File: config.mk
export PLATFORM = sky130hd
export DESIGN_NAME = byte_lsu
export DESIGN_NICKNAME = d
export VERILOG_FILES = /design/src/rtl/byte_lsu_pkg.sv /design/src/rtl/load_extend.sv /design/src/rtl/byte_lsu.sv
export SDC_FILE = /design/constraint.sdc
export NUM_CORES = 1
export LEC_CHECK = 0
export CORE_MARGIN = 2
export CORE_UTILIZATION = 30
export DETAILED_ROUTE_END_ITERATION = 8
export GPL_ROUTABILITY_DRIVEN = 0
export HOLD_SLACK_MARGIN = 0.05
export PLACE_DENSITY = 0.54
export SLEW_MARGIN = 20
export SYNTH_ARGS = -nofsm -noshare
export SYNTH_HDL_FRONTEND = slang
export SYNTH_HIERARCHICAL = 1
export SYNTH_SLANG_ARGS = --single-unit
File: constraint.sdc
create_clock -name clk -period 8.5 [get_ports clk]
set_input_delay 2.55 -clock clk [delete_from_list [all_inputs] [get_ports clk]]
set_output_delay 2.55 -clock clk [all_outputs]
set_load 0.01 [all_outputs]
File: src/rtl/byte_lsu_pkg.sv
// Shared definitions for the byte-serial load/store unit.
//   - funct3 access-type codes (B, H, W, BU, HU)
//   - FSM state encoding
//   - helpers: byte count per access, request legality, store-data alignment
package byte_lsu_pkg;

    localparam logic [2:0] F3_B  = 3'b000;
    localparam logic [2:0] F3_H  = 3'b001;
    localparam logic [2:0] F3_W  = 3'b010;
    localparam logic [2:0] F3_BU = 3'b100;
    localparam logic [2:0] F3_HU = 3'b101;

    typedef enum logic [1:0] {
        IDLE = 2'd0,
        XFER = 2'd1,
        DONE = 2'd2
    } state_t;

    // Number of single-byte memory transfers for an access type.
    function automatic logic [2:0] byte_count(input logic [2:0] f3);
        case (f3)
            F3_H, F3_HU: return 3'd2;
            F3_W:        return 3'd4;
            default:     return 3'd1;
        endcase
    endfunction

    // A request is legal when exactly one of read/write is set and the
    // access type exists for that direction (stores have no unsigned forms).
    function automatic logic req_legal(input logic rd, input logic wr, input logic [2:0] f3);
        logic ok;
        if (rd == wr) begin
            ok = 1'b0;
        end else if (rd) begin
            ok = (f3 == F3_B) || (f3 == F3_H) || (f3 == F3_W) ||
                 (f3 == F3_BU) || (f3 == F3_HU);
        end else begin
            ok = (f3 == F3_B) || (f3 == F3_H) || (f3 == F3_W);
        end
        return ok;
    endfunction

    // Left-justify the bytes to be stored so the first byte sent (the most
    // significant one, big-endian) always sits in bits [31:24].
    function automatic logic [31:0] align_store(input logic [31:0] data, input logic [2:0] f3);
        case (byte_count(f3))
            3'd1:    return {data[7:0], 24'h0};
            3'd2:    return {data[15:0], 16'h0};
            default: return data;
        endcase
    endfunction

endpackage

File: src/rtl/load_extend.sv
// Combinational load-result extension.
//   acc    : assembled load bytes, right-justified
//   nbytes : 1, 2 or 4 valid bytes in acc
//   funct3 : access type; B/H sign-extend, BU/HU zero-extend, W unchanged
//   result : 32-bit extended value
module load_extend
    import byte_lsu_pkg::*;
(
    input  logic [31:0] acc,
    input  logic [2:0]  nbytes,
    input  logic [2:0]  funct3,
    output logic [31:0] result
);

    logic sext;
    assign sext = (funct3 == F3_B) || (funct3 == F3_H);

    always_comb begin
        case (nbytes)
            3'd1:    result = {{24{sext & acc[7]}},  acc[7:0]};
            3'd2:    result = {{16{sext & acc[15]}}, acc[15:0]};
            default: result = acc;
        endcase
    end

endmodule

File: src/rtl/byte_lsu.sv
// Byte-serial load/store initiator.
// Accepts one load/store request from the core and issues it as 1, 2 or 4
// single-byte memory transfers, big-endian (byte at addr is the MSB).
//   clk, rst_n                  : clock, synchronous active-low reset
//   start, MemRead, MemWrite,
//   funct3, addr, data_in       : request (sampled only in IDLE)
//   data_out, busy, done, err   : result, status, completion pulse, illegal flag
//   mem_addr, mem_re, mem_we,
//   mem_wdata, mem_rdata, mem_ack : byte-wide memory port
module byte_lsu
    import byte_lsu_pkg::*;
#(
    parameter int ADDR_W = 32
) (
    input  logic              clk,
    input  logic              rst_n,
    input  logic              start,
    input  logic              MemRead,
    input  logic              MemWrite,
    input  logic [2:0]        funct3,
    input  logic [ADDR_W-1:0] addr,
    input  logic [31:0]       data_in,
    output logic [31:0]       data_out,
    output logic              busy,
    output logic              done,
    output logic              err,
    output logic [ADDR_W-1:0] mem_addr,
    output logic              mem_re,
    output logic              mem_we,
    output logic [7:0]        mem_wdata,
    input  logic [7:0]        mem_rdata,
    input  logic              mem_ack
);

    state_t            state_q, state_d;
    logic              rd_q, rd_d;
    logic              wr_q, wr_d;
    logic [2:0]        f3_q, f3_d;
    logic [ADDR_W-1:0] addr_q, addr_d;
    logic [31:0]       wdata_q, wdata_d;   // store bytes, next one in [31:24]
    logic [2:0]        n_q, n_d;           // bytes in this access
    logic [1:0]        idx_q, idx_d;       // byte counter
    logic [31:0]       acc_q, acc_d;       // load bytes shifted in LSB-first
    logic [31:0]       dout_q, dout_d;
    logic              err_q, err_d;

    logic [31:0]       acc_shift;
    logic [31:0]       load_result;
    logic              last_byte;

    assign acc_shift = {acc_q[23:0], mem_rdata};
    assign last_byte = ({1'b0, idx_q} == (n_q - 3'd1));

    // Extend using the value that will be in acc after the final ack, so
    // data_out is already valid in the DONE cycle.
    load_extend u_load_extend (
        .acc    (acc_shift),
        .nbytes (n_q),
        .funct3 (f3_q),
        .result (load_result)
    );

    // Memory port: driven only while transferring, zero otherwise.
    always_comb begin
        mem_re    = 1'b0;
        mem_we    = 1'b0;
        mem_addr  = '0;
        mem_wdata = 8'h00;
        if (state_q == XFER) begin
            mem_re    = rd_q;
            mem_we    = wr_q;
            mem_addr  = addr_q + ADDR_W'(idx_q);  // wraps modulo 2^ADDR_W
            mem_wdata = wr_q ? wdata_q[31:24] : 8'h00;
        end
    end

    assign busy     = (state_q != IDLE);
    assign done     = (state_q == DONE);
    assign err      = err_q;
    assign data_out = dout_q;

    always_comb begin
        // NOTE: every signal gets a default first so no path leaves one unassigned (no latches).
        state_d = state_q;
        rd_d    = rd_q;
        wr_d    = wr_q;
        f3_d    = f3_q;
        addr_d  = addr_q;
        wdata_d = wdata_q;
        n_d     = n_q;
        idx_d   = idx_q;
        acc_d   = acc_q;
        dout_d  = dout_q;
        err_d   = err_q;

        case (state_q)
            IDLE: begin
                if (start) begin
                    rd_d    = MemRead;
                    wr_d    = MemWrite;
                    f3_d    = funct3;
                    addr_d  = addr;
                    wdata_d = align_store(data_in, funct3);
                    n_d     = byte_count(funct3);
                    idx_d   = 2'd0;
                    acc_d   = 32'h0;
                    if (req_legal(MemRead, MemWrite, funct3)) begin
                        err_d   = 1'b0;
                        state_d = XFER;
                    end else begin
                        // Illegal: skip memory entirely and report.
                        err_d   = 1'b1;
                        dout_d  = 32'h0;
                        state_d = DONE;
                    end
                end
            end

            XFER: begin
                // Request stays stable until ack; each ack retires one byte.
                if (mem_ack) begin
                    acc_d   = acc_shift;
                    wdata_d = {wdata_q[23:0], 8'h00};
                    idx_d   = idx_q + 2'd1;
                    if (last_byte) begin
                        idx_d   = 2'd0;
                        state_d = DONE;
                        if (rd_q) begin
                            dout_d = load_result;
                        end
                    end
                end
            end

            DONE: begin
                state_d = IDLE;
            end

            default: begin
                state_d = IDLE;
            end
        endcase
    end

    // NOTE: sequential state uses non-blocking assignments so all flops update together at the edge.
    // Every register is reset (there is no array storage here), which also forces all outputs to zero.
    always_ff @(posedge clk) begin
        if (!rst_n) begin
            state_q <= IDLE;
            rd_q    <= 1'b0;
            wr_q    <= 1'b0;
            f3_q    <= 3'b000;
            addr_q  <= '0;
            wdata_q <= 32'h0;
            n_q     <= 3'd0;
            idx_q   <= 2'd0;
            acc_q   <= 32'h0;
            dout_q  <= 32'h0;
            err_q   <= 1'b0;
        end else begin
            state_q <= state_d;
            rd_q    <= rd_d;
            wr_q    <= wr_d;
            f3_q    <= f3_d;
            addr_q  <= addr_d;
            wdata_q <= wdata_d;
            n_q     <= n_d;
            idx_q   <= idx_d;
            acc_q   <= acc_d;
            dout_q  <= dout_d;
            err_q   <= err_d;
        end
    end

endmodule

==> metrics.md, run 1 <==
| Metric | Value |
|---|---|
| Status | `complete, no violations` |
| Post-route clock period utilization | `69.1%` |
| Overall Global Routing Usage | `18.1%` |
| Data arrival time at the worst-slack endpoint | `3.33 ns` |
| Number of nets in the synthesized netlist | `951` |
| Count of pins over their slew limit | `0` |
| Post-DRT Antenna Nets | `0` |
| ANT cells | `0` |
| Share of cells above drive strength 1 | `6.52%` |
| Number of global-route vias before repair | `6,371` |
| HPWL Detailed | `14,500 µm` |
| GRT Residual Overflow | `0` |
| Y dimension of the die | `155 µm` |
| Post-layout net count | `1,054` |
| Type of the worst setup path | `flop to primary output` |
| Worst-margin pin slew | `1.12 ns` |
| Die Area | `0.0241 mm²` |
| Global-route wire length before repair | `35,000 µm` |
| Clock slew seen by the registers of the worst setup and hold paths | `0.06 ns` |
| CTS tree | `done` |
| Routed len/inst | `17.2 µm` |
| Signed area change from the synthesized netlist to the final layout | `34.0%` |
| Largest net degree at the start of global routing | `100` |
| Via-per-instance ratio | `5.31` |
| Avg Cell Area, Syn | `7.93 µm²` |
| Post-CTS Hold Fix Bufs | `0` |
| Post-Syn Instances | `866` |
| Power Dens Cells | `193 mW/mm²` |
| Sinks on Clock Net | `132` |
| Initial detailed-routing violation count | `470` |
| Accumulated negative setup slack | `0 ns` |
| Remaining routing DRC violations | `0` |
| Hold Path Class | `flop to flop` |
| Number of fill cells in the layout | `2,328` |
| Worst endpoint required time | `5.95 ns` |
| Initial antenna violation count | `0` |
| # Max-Cap Violations | `0` |
| Top-level port count | `158` |
| Critical path launch point type | `flop` |
| DRT Pass-1 Iters | `5` |
| Maximum fanout along the worst path | `14` |
| Peak supply drop | `0.147 mV` |
| Static leakage power | `3.34 nW` |
| Std-Cell Rows | `55` |
| # Post-CTS Setup Buffers | `0` |
| Type of destination of the critical path | `primary output` |
| Cell area after synthesis | `0.00687 mm²` |
| Cell count after placement | `1,235` |
| Rel. slew slack | `25.3%` |
| Worst clock skew on the final layout | `0.0141 ns` |
| Highest achievable clock rate | `170 MHz` |
| CTS buffer count | `17` |
| Final critical path time including I/O delays and setup | `5.88 ns` |
| Root cell of the clock tree | `clkbuf_16` |
| Setup repair after global routing missed its margin | `false` |
| Initial core utilization | `30.4%` |
| Wirelength, routed | `21,700 µm` |
| Core area | `0.0226 mm²` |
| Clock Latency Late Sink | `0.43 ns` |
| Fin. Hold Viols | `0` |
| Setup-violating endpoint count in the final report | `0` |
| Buffers from clock root to sink, at most | `2` |
| Horiz. Die Dim | `155 µm` |
| Cts repair resizes | `0` |
| Total of warnings raised by yosys | `6` |
| Number of buffer cells added on primary ports | `157` |
| Fin cells | `1,267` |
| H-Tree Level Count | `4` |
| DR vias | `6,722` |
[layout by cell type, fill, tap and decap left out, drive strengths merged, types with 9 or more instances in the layout]
master,n
a21o,25
o21bai,33
or4,14
nand2,119
nor2,77
a211oi,17
o21ai,11
nand3,49
a21oi,61
o31ai,13
and3,9
buf,12
o211ai,32
nor2b,12
clkdlybuf4s50,157
xnor2,14
nor3,21
clkbuf,21
inv,14
dfxtp,132
a22oi,32
[cell type report]
class / instances / area (µm²) / share of cell area, %
Multi-Input combinational cell: 637 / 3860 / 42.0
Sequential cell: 132 / 2640 / 28.7
Timing Repair Buffer: 169 / 1660 / 18.1
Clock buffer: 21 / 460 / 5.00
Tap cell: 285 / 357 / 3.88
Clock inverter: 11 / 173 / 1.88
Inverter: 12 / 45.0 / 0.490
[path summary, 6_finish.rpt]
path | from | end | slack [ns] | cells past startpoint
max | idx_q[0] | mem_addr[24] | 2.62 | 7
min | rd_q | rd_q | 0.45 | 2
max reg2reg | state_q[0] | wdata_q[0] | 5.88 | 4
min reg2reg | rd_q | rd_q | 0.45 | 2
[routing by layer]
metal  vias up  global-route usage, %  share of wire [%]
met2       205                   27.8                 44
met5         -                      0                  0
met1      3143                   25.6                 49
met4         0                   5.24                1.6
li1       3346                      -                  -
met3        28                   4.09                5.2
[report_power, final]
part	internal [mW]	switching, mW	total, mW
clock network	0.508	0.284	0.793
logic	0.118	0.172	0.290
registers	0.654	0.0367	0.691
total	1.28	0.493	1.77
[critical path, cell delays in order (launching register included)]
cell and delay, ns:
dfxtp_1 0.46, ha_1 0.24, fa_1 0.25, nand3_1 0.21
or3_4 0.52, or4_1 0.52, a21oi_1 0.16, clkdlybuf4s50_1 0.55
[per-stage QoR]
step,total power [mW],hold WS [ns],util (%),cell area [µm²],setup WS (ns)
detailed placement,0.994,0.449,37.9,8550,3.08
global route,1.86,0.485,40.8,9200,2.36
floorplan,0.874,0.436,-,6870,3.65
global placement,0.993,0.445,37.9,8550,3.14
finish,1.77,0.455,40.8,9200,2.62
CTS,1.79,0.457,40.7,9190,2.60
[flip-flops by register name, summed over array words and instances (netlist names)]
| name | count |
|---|---|
| acc_q | 24 |
| rd_q | 1 |
| wr_q | 1 |
| idx_q | 2 |
| state_q | 2 |
| data_out | 32 |
| wdata_q | 32 |
| f3_q | 2 |
| addr_q | 32 |
| n_q | 3 |
| err | 1 |
Note: power is estimated with default switching activity, not from simulation.
==> run 2: changes to the inputs <==
--- a/config.mk
+++ b/config.mk
@@ -10,7 +10,7 @@
 export DETAILED_ROUTE_END_ITERATION = 8
 export GPL_ROUTABILITY_DRIVEN = 0
 export HOLD_SLACK_MARGIN = 0.05
-export PLACE_DENSITY = 0.54
+export PLACE_DENSITY = 0.56
 export SLEW_MARGIN = 20
 export SYNTH_ARGS = -nofsm -noshare
 export SYNTH_HDL_FRONTEND = slang
==> constraint.sdc (replaced) <==
create_clock -name clk -period 4.7 [get_ports clk]
set_input_delay 1.41 -clock clk [delete_from_list [all_inputs] [get_ports clk]]
set_output_delay 1.41 -clock clk [all_outputs]
set_load 0.01 [all_outputs]
==> run 2 against run 1 <==
Non-clock buffer count is 9 higher. Wire length down 0.82%. Utilization grew 0.24 points. Register-to-register slack lost 3.5 ns. Die area unchanged. Via count shrank 1.1%. Flip-flop and latch count is the same. Largest cell class unchanged.
==> metrics.md, run 2 (same netlist as run 1, synthesis figures left out) <==
| Metric | Value |
|---|---|
| Setup-violating endpoint count in the final report | `0 (unchanged)` |
| Post-route cell area | `0.00925 mm² (+0.58%)` |
| Initial core utilization | `30.4% (unchanged)` |
| Clock slew seen by the registers of the worst setup and hold paths | `0.05 ns (about the same)` |
| Static leakage power | `3.37 nW (+0.89%)` |
| Global routing met1 resource utilization | `24.5% (-1.1 points)` |
| Worst Hold Depth | `2 (unchanged)` |
| Post-layout net count | `1,063 (+0.85%)` |
| Critical path launch point type | `flop` |
| Overall Global Routing Usage | `17.7% (-0.41 points)` |
| Cell count after placement | `1,243 (+0.65%)` |
| Buffers from clock root to sink, at most | `2 (unchanged)` |
| Most common library cell in the layout ignoring fill and taps | `clkdlybuf4s50_1` |
| Number of buffer cells added on primary ports | `157 (unchanged)` |
| Post-route clock period utilization | `96.8%` |
| Worst r2r src | `state_q[0]` |
| Top-level port count | `158 (unchanged)` |
| Horiz. Die Dim | `155 µm (unchanged)` |
| CTS tree | `done` |
| H-Tree Level Count | `4 (unchanged)` |
| Via-per-instance ratio | `5.22 (-1.7%)` |
| Clock Latency Late Sink | `0.42 ns (about the same)` |
| Accumulated negative setup slack | `0 ns (unchanged)` |
| Largest net degree at the start of global routing | `45 (-55%)` |
| Worst setup slack for register-to-register paths | `2.39 ns (-3.49 ns)` |
| Fin. Hold Viols | `0 (unchanged)` |
| Initial antenna violation count | `0 (unchanged)` |
| Initial detailed-routing violation count | `410 (-13%)` |
| Fin cells | `1,275 (+0.63%)` |
| DR vias | `6,651 (-1.1%)` |
| Peak supply drop | `0.214 mV (+46%)` |
| Worst-margin pin slew | `0.953 ns (-0.168 ns)` |
| Type of the worst setup path | `flop to primary output` |
| Remaining routing DRC violations | `0 (unchanged)` |
| Sinks on Clock Net | `132 (unchanged)` |
| Count of pins over their slew limit | `0 (unchanged)` |
| Maximum fanout along the worst path | `12 (-2)` |
| Post-layout utilization of the core | `41.0% (+0.24 points)` |
| Post-DRT Antenna Nets | `0 (unchanged)` |
| Overall power after layout | `3.18 mW (+79%)` |
| Worst hold margin | `0.458 ns (+0.00341 ns)` |
| Core area | `0.0226 mm² (unchanged)` |
| GRT Residual Overflow | `0 (unchanged)` |
| Signed area change from the synthesized netlist to the final layout | `34.8%` |
| DRT Pass-1 Iters | `5 (unchanged)` |
| Hold endpoint | `addr_q[0]` |
| Worst Slack Setup Final | `0.152 ns (-2.47 ns)` |
| Y dimension of the die | `155 µm (unchanged)` |
| Post-CTS Hold Fix Bufs | `0 (unchanged)` |
| Worst endpoint required time | `3.29 ns (-2.66 ns)` |
| Met2 Resource Use GR | `28.0% (+0.28 points)` |
| Hold Path Class | `flop to flop` |
| Reg2reg end | `acc_q[18]` |
| Root cell of the clock tree | `clkbuf_16` |
| Status | `complete, no violations` |
| Worst clock skew on the final layout | `0.0137 ns (-0.000421 ns)` |
| Placed Area | `0.00861 mm² (+0.70%)` |
| HPWL Detailed | `14,700 µm (+0.91%)` |
| Power Dens Cells | `344 mW/mm² (+78%)` |
| Std-Cell Rows | `55 (unchanged)` |
| Routed len/inst | `16.9 µm (-1.4%)` |
| Wirelength, routed | `21,600 µm (-0.82%)` |
| # Max-Cap Violations | `0 (unchanged)` |
| Commonest cells after routing, fill and taps aside | `clkdlybuf4s50_1, dfxtp_1, nand2_1` |
| Number of global-route vias before repair | `6,222 (-2.3%)` |
| Placement-stage worst setup slack | `0.428 ns (-2.65 ns)` |
| Type of destination of the critical path | `primary output` |
| Highest achievable clock rate | `220 MHz` |
| Number of cells on the worst reg-to-reg path | `5 (+1)` |
| Share of cells above drive strength 1 | `7.48% (+0.96 points)` |
| Final critical path time including I/O delays and setup | `4.55 ns` |
| Highest-utilization routing layer at the global route stage | `met2` |
| CTS buffer count | `17 (unchanged)` |
| Die Area | `0.0241 mm² (unchanged)` |
| Rel. slew slack | `36.5% (+11 points)` |
| Data arrival time at the worst-slack endpoint | `3.14 ns (-0.19 ns)` |
| Met3 track utilization from global routing | `4.15% (+0.056 points)` |
| Global-route wire length before repair | `34,000 µm (-2.9%)` |
| HP Start | `addr_q[0]` |
| Number of fill cells in the layout | `2,287 (-1.8%)` |
[run 2: cell type report]
cell class,count,area (µm²),area share [%]
Clock buffer,18,439,4.75
Multi-Input combinational cell,637,3860,41.7
Tap cell,285,357,3.85
Clock inverter,12,180,1.95
Sequential cell,132,2640,28.6
Timing Repair Buffer,178,1730,18.7
Antenna cell,1,2.50,0.0270
Inverter,12,45.0,0.487
[run 2: critical path, stage by stage (launching register included)]
cell and delay (ns):
dfxtp_2 0.39, ha_1 0.21, fa_2 0.25, nand3_2 0.15, or3_4 0.47, or4_1 0.52
a21oi_1 0.17, clkdlybuf4s50_1 0.56
[run 2: worst max path at each step]
stage	from	to	cells after the start
finish	idx_q[0]	mem_addr[26]	7
detailed placement	idx_q[0]	mem_addr[26]	7
CTS	idx_q[0]	mem_addr[26]	7
floorplan	idx_q[0]	mem_addr[26]	7
global placement	idx_q[0]	mem_addr[18]	7
global route	idx_q[0]	mem_addr[22]	7
[run 2: layer usage]
metal / routed length, µm / share of wire [%]
met5: 0 / 0
met4: 214 / 0.99
met3: 1210 / 5.6
met2: 9940 / 46
met1: 10200 / 47
[run 2: repair_timing]
item,CTS,global route
endpoints found under the setup margin,6,13
pin swaps,0,1
resized for setup,1,3
buffers inserted,0,1
[run 2: power breakdown]
group	internal [mW]	switching (mW)
clock network	0.898	0.505
registers	1.18	0.0561
logic	0.219	0.318
total	2.30	0.879
==> run 3: changes to the inputs <==
--- a/config.mk
+++ b/config.mk
@@ -5,6 +5,7 @@
 export SDC_FILE = /design/constraint.sdc
 export NUM_CORES = 1
 export LEC_CHECK = 0
+export CORE_ASPECT_RATIO = 1.2
 export CORE_MARGIN = 2
 export CORE_UTILIZATION = 30
 export DETAILED_ROUTE_END_ITERATION = 8
==> run 3 against run 2 <==
Hold slack worse by 0.0038 ns. Total power hardly changed. Via count up 0.86%. Critical path depth stayed put. Clock-buffer cell count unchanged. Design area barely moved. Die area about the same.
==> metrics.md, run 3 (same netlist as run 1, synthesis figures left out) <==
| Metric | Value |
|---|---|
| Number of fill cells in the layout | `2,303 (+0.70%)` |
| Initial antenna violation count | `0 (unchanged)` |
| Maximum fanout along the worst path | `7 (-5)` |
| Highest-utilization routing layer at the global route stage | `met2` |
| Global routing met1 resource utilization | `23.2% (-1.3 points)` |
| Cell count after placement | `1,237 (-0.48%)` |
| Overall power after layout | `3.18 mW (about the same)` |
| Net Sw Power | `0.921 mW (+4.8%)` |
| Remaining routing DRC violations | `0 (unchanged)` |
| Power Dens Cells | `343 mW/mm² (about the same)` |
| Count of pins over their slew limit | `0 (unchanged)` |
| H-Tree Level Count | `4 (unchanged)` |
| HPWL Detailed | `14,800 µm (+0.65%)` |
| CTS tree | `done` |
| Die Area | `0.0241 mm² (about the same)` |
| Met3 track utilization from global routing | `3.81% (-0.34 points)` |
| Overall Global Routing Usage | `17.7% (-0.063 points)` |
| Initial detailed-routing violation count | `428 (+4.4%)` |
| Hold Path Class | `flop to flop` |
| Sinks on Clock Net | `132 (unchanged)` |
| Top-level port count | `158 (unchanged)` |
| Placed Area | `0.00862 mm² (about the same)` |
| Routed len/inst | `17.0 µm (+0.51%)` |
| CTS buffer count | `17 (unchanged)` |
| Setup repair after global routing missed its margin | `false` |
| Via-per-instance ratio | `5.28 (+1.3%)` |
| Sequential cell area in the final layout | `0.00264 mm² (unchanged)` |
| Clock slew seen by the registers of the worst setup and hold paths | `0.06 ns (about the same)` |
| Largest net degree at the start of global routing | `100 (+120%)` |
| Std-Cell Rows | `60 (+9.1%)` |
| Core area | `0.0224 mm² (-0.55%)` |
| Post-CTS Hold Fix Bufs | `0 (unchanged)` |
| Ordered list of cells on the worst path | `ha_1 > fa_1 > nand3_4 > or3_4 > or4_1 > a21oi_1 > clkdlybuf4s50_1` |
| Horiz. Die Dim | `142 µm (-8.5%)` |
| Status | `complete, no violations` |
| Multi-input logic area | `0.00387 mm² (+0.29%)` |
| Post-layout net count | `1,063 (unchanged)` |
| Signed area change from the synthesized netlist to the final layout | `34.9% (about the same)` |
| Accumulated negative setup slack | `0 ns (unchanged)` |
| Fin cells | `1,270 (-0.39%)` |
| Initial core utilization | `30.6% (+0.17 points)` |
| Post-DRT Antenna Nets | `0 (unchanged)` |
| GRT Residual Overflow | `0 (unchanged)` |
| Post-route cell area | `0.00926 mm² (about the same)` |
| Type of the worst setup path | `flop to primary output` |
| Part of the total power dissipated in the clock network | `44.1% (about the same)` |
| DR vias | `6,708 (+0.86%)` |
| Fin. Hold Viols | `0 (unchanged)` |
| Critical path launch point type | `flop` |
| Static leakage power | `3.38 nW (+0.21%)` |
| Combinational fraction of design power | `16.8% (about the same)` |
| Worst hold margin | `0.454 ns (-0.00377 ns)` |
| Most common library cell in the layout ignoring fill and taps | `clkdlybuf4s50_1` |
| Internal portion of total power | `2.26 mW (-1.9%)` |
| Highest achievable clock rate | `222 MHz (+1.2%)` |
| Share of cells above drive strength 1 | `7.47% (-0.015 points)` |
| Sequential share of power | `39.1% (about the same)` |
| Clock Latency Late Sink | `0.42 ns (about the same)` |
| Final critical path time including I/O delays and setup | `4.50 ns (-0.0525 ns)` |
| Y dimension of the die | `170 µm (+9.3%)` |
| Slowest stage cell, crit path | `clkdlybuf4s50_1` |
| Wirelength, routed | `21,600 µm (+0.12%)` |
| Met2 Resource Use GR | `29.0% (+0.96 points)` |
| Global-route wire length before repair | `34,300 µm (+0.77%)` |
| Worst-margin pin slew | `0.866 ns (-0.0868 ns)` |
| Worst clock skew on the final layout | `0.0128 ns (-0.000887 ns)` |
| Commonest cells after routing, fill and taps aside | `clkdlybuf4s50_1, dfxtp_1, nand2_1` |
| ANT cells | `0 (-1)` |
| # Max-Cap Violations | `0 (unchanged)` |
| Post-route clock period utilization | `95.7% (-1.1 points)` |
| Type of destination of the critical path | `primary output` |
| DRT Pass-1 Iters | `6 (+1)` |
| Data arrival time at the worst-slack endpoint | `3.09 ns (-0.05 ns)` |
| Peak supply drop | `0.274 mV (+28%)` |
| Rel. slew slack | `41.5% (+5.0 points)` |
| Root cell of the clock tree | `clkbuf_16` |
| Number of buffer cells added on primary ports | `157 (unchanged)` |
| Buffers from clock root to sink, at most | `2 (unchanged)` |
| Worst endpoint required time | `3.29 ns (about the same)` |
| Proportion of total power due to net switching | `29.0% (+1.3 points)` |
| Setup-violating endpoint count in the final report | `0 (unchanged)` |
| Largest incremental delay on the critical path | `0.55 ns (about the same)` |
| Number of global-route vias before repair | `6,367 (+2.3%)` |
## run 3: cell types whose count changed in the layout (fill, tap and decap cells not counted), sizes merged
cell      before  now
buf           21   20
clkinv         4    2
bufinv         4    3
clkinvlp       2    0
or3            6    7
diode          1    0
inv           14   21
## run 3: layout make-up
type	instances	area share [%]
Tap cell	279	3.77
Multi-Input combinational cell	638	41.8
Timing Repair Buffer	177	18.7
Clock inverter	14	2.04
Clock buffer	18	4.64
Inverter	12	0.486
Sequential cell	132	28.6
## run 3: worst paths after layout
kind                            cells past startpoint  startpoint  slack [ns]            to
worst min-delay path                                2     f3_q[1]        0.45       f3_q[1]
worst max register to register                      6  state_q[0]        2.09     acc_q[16]
worst max-delay path                                7    idx_q[0]        0.20  mem_addr[26]
worst min register to register                      2     f3_q[1]        0.45       f3_q[1]
## run 3: critical path, delay by kind of cell (launching register included)
| family | cells | cell delay (ns) |
|---|---|---|
| DFF | 1 | 0.40 |
| AOI/OAI and AO/OA | 1 | 0.15 |
| adders and majority gates | 2 | 0.49 |
| and+or+nand+nor | 3 | 1.09 |
| buffers and inverters | 1 | 0.55 |
## run 3: stage by stage
step,setup slack (ns),utilization [%]
after floorplan,0.988,-
after global placement,0.488,38.4
after detailed placement,0.419,38.4
after CTS,0.0683,41.1
after global routing,0.0239,41.2
final,0.204,41.2
## run 3: metal layers
metal / part of all wire [%] / up-vias
met5: 0 / -
met4: 2.1 / 0
met3: 6.2 / 33
met2: 47 / 207
met1: 45 / 3097
li1: - / 3371
## run 3: repair_timing
| item | in CTS | in global routing |
|---|---|---|
| endpoints found under the setup margin | 6 | 11 |
| endpoints found under the hold margin | 0 | 0 |
| cloned | 0 | 1 |
| buffers inserted | 0 | 0 |
| gates resized for setup | 1 | 3 |
| pin swaps | 0 | 1 |
## run 3: power groups by stage
stage / logic, mW / clock network [mW] / registers, mW
2_1_floorplan: 0.334 / 0 / 1.25
3_3_place_gp: 0.536 / 0 / 1.26
3_5_place_dp: 0.536 / 0 / 1.27
4_1_cts: 0.538 / 1.43 / 1.24
5_1_grt: 0.589 / 1.47 / 1.25
6_report: 0.534 / 1.40 / 1.24
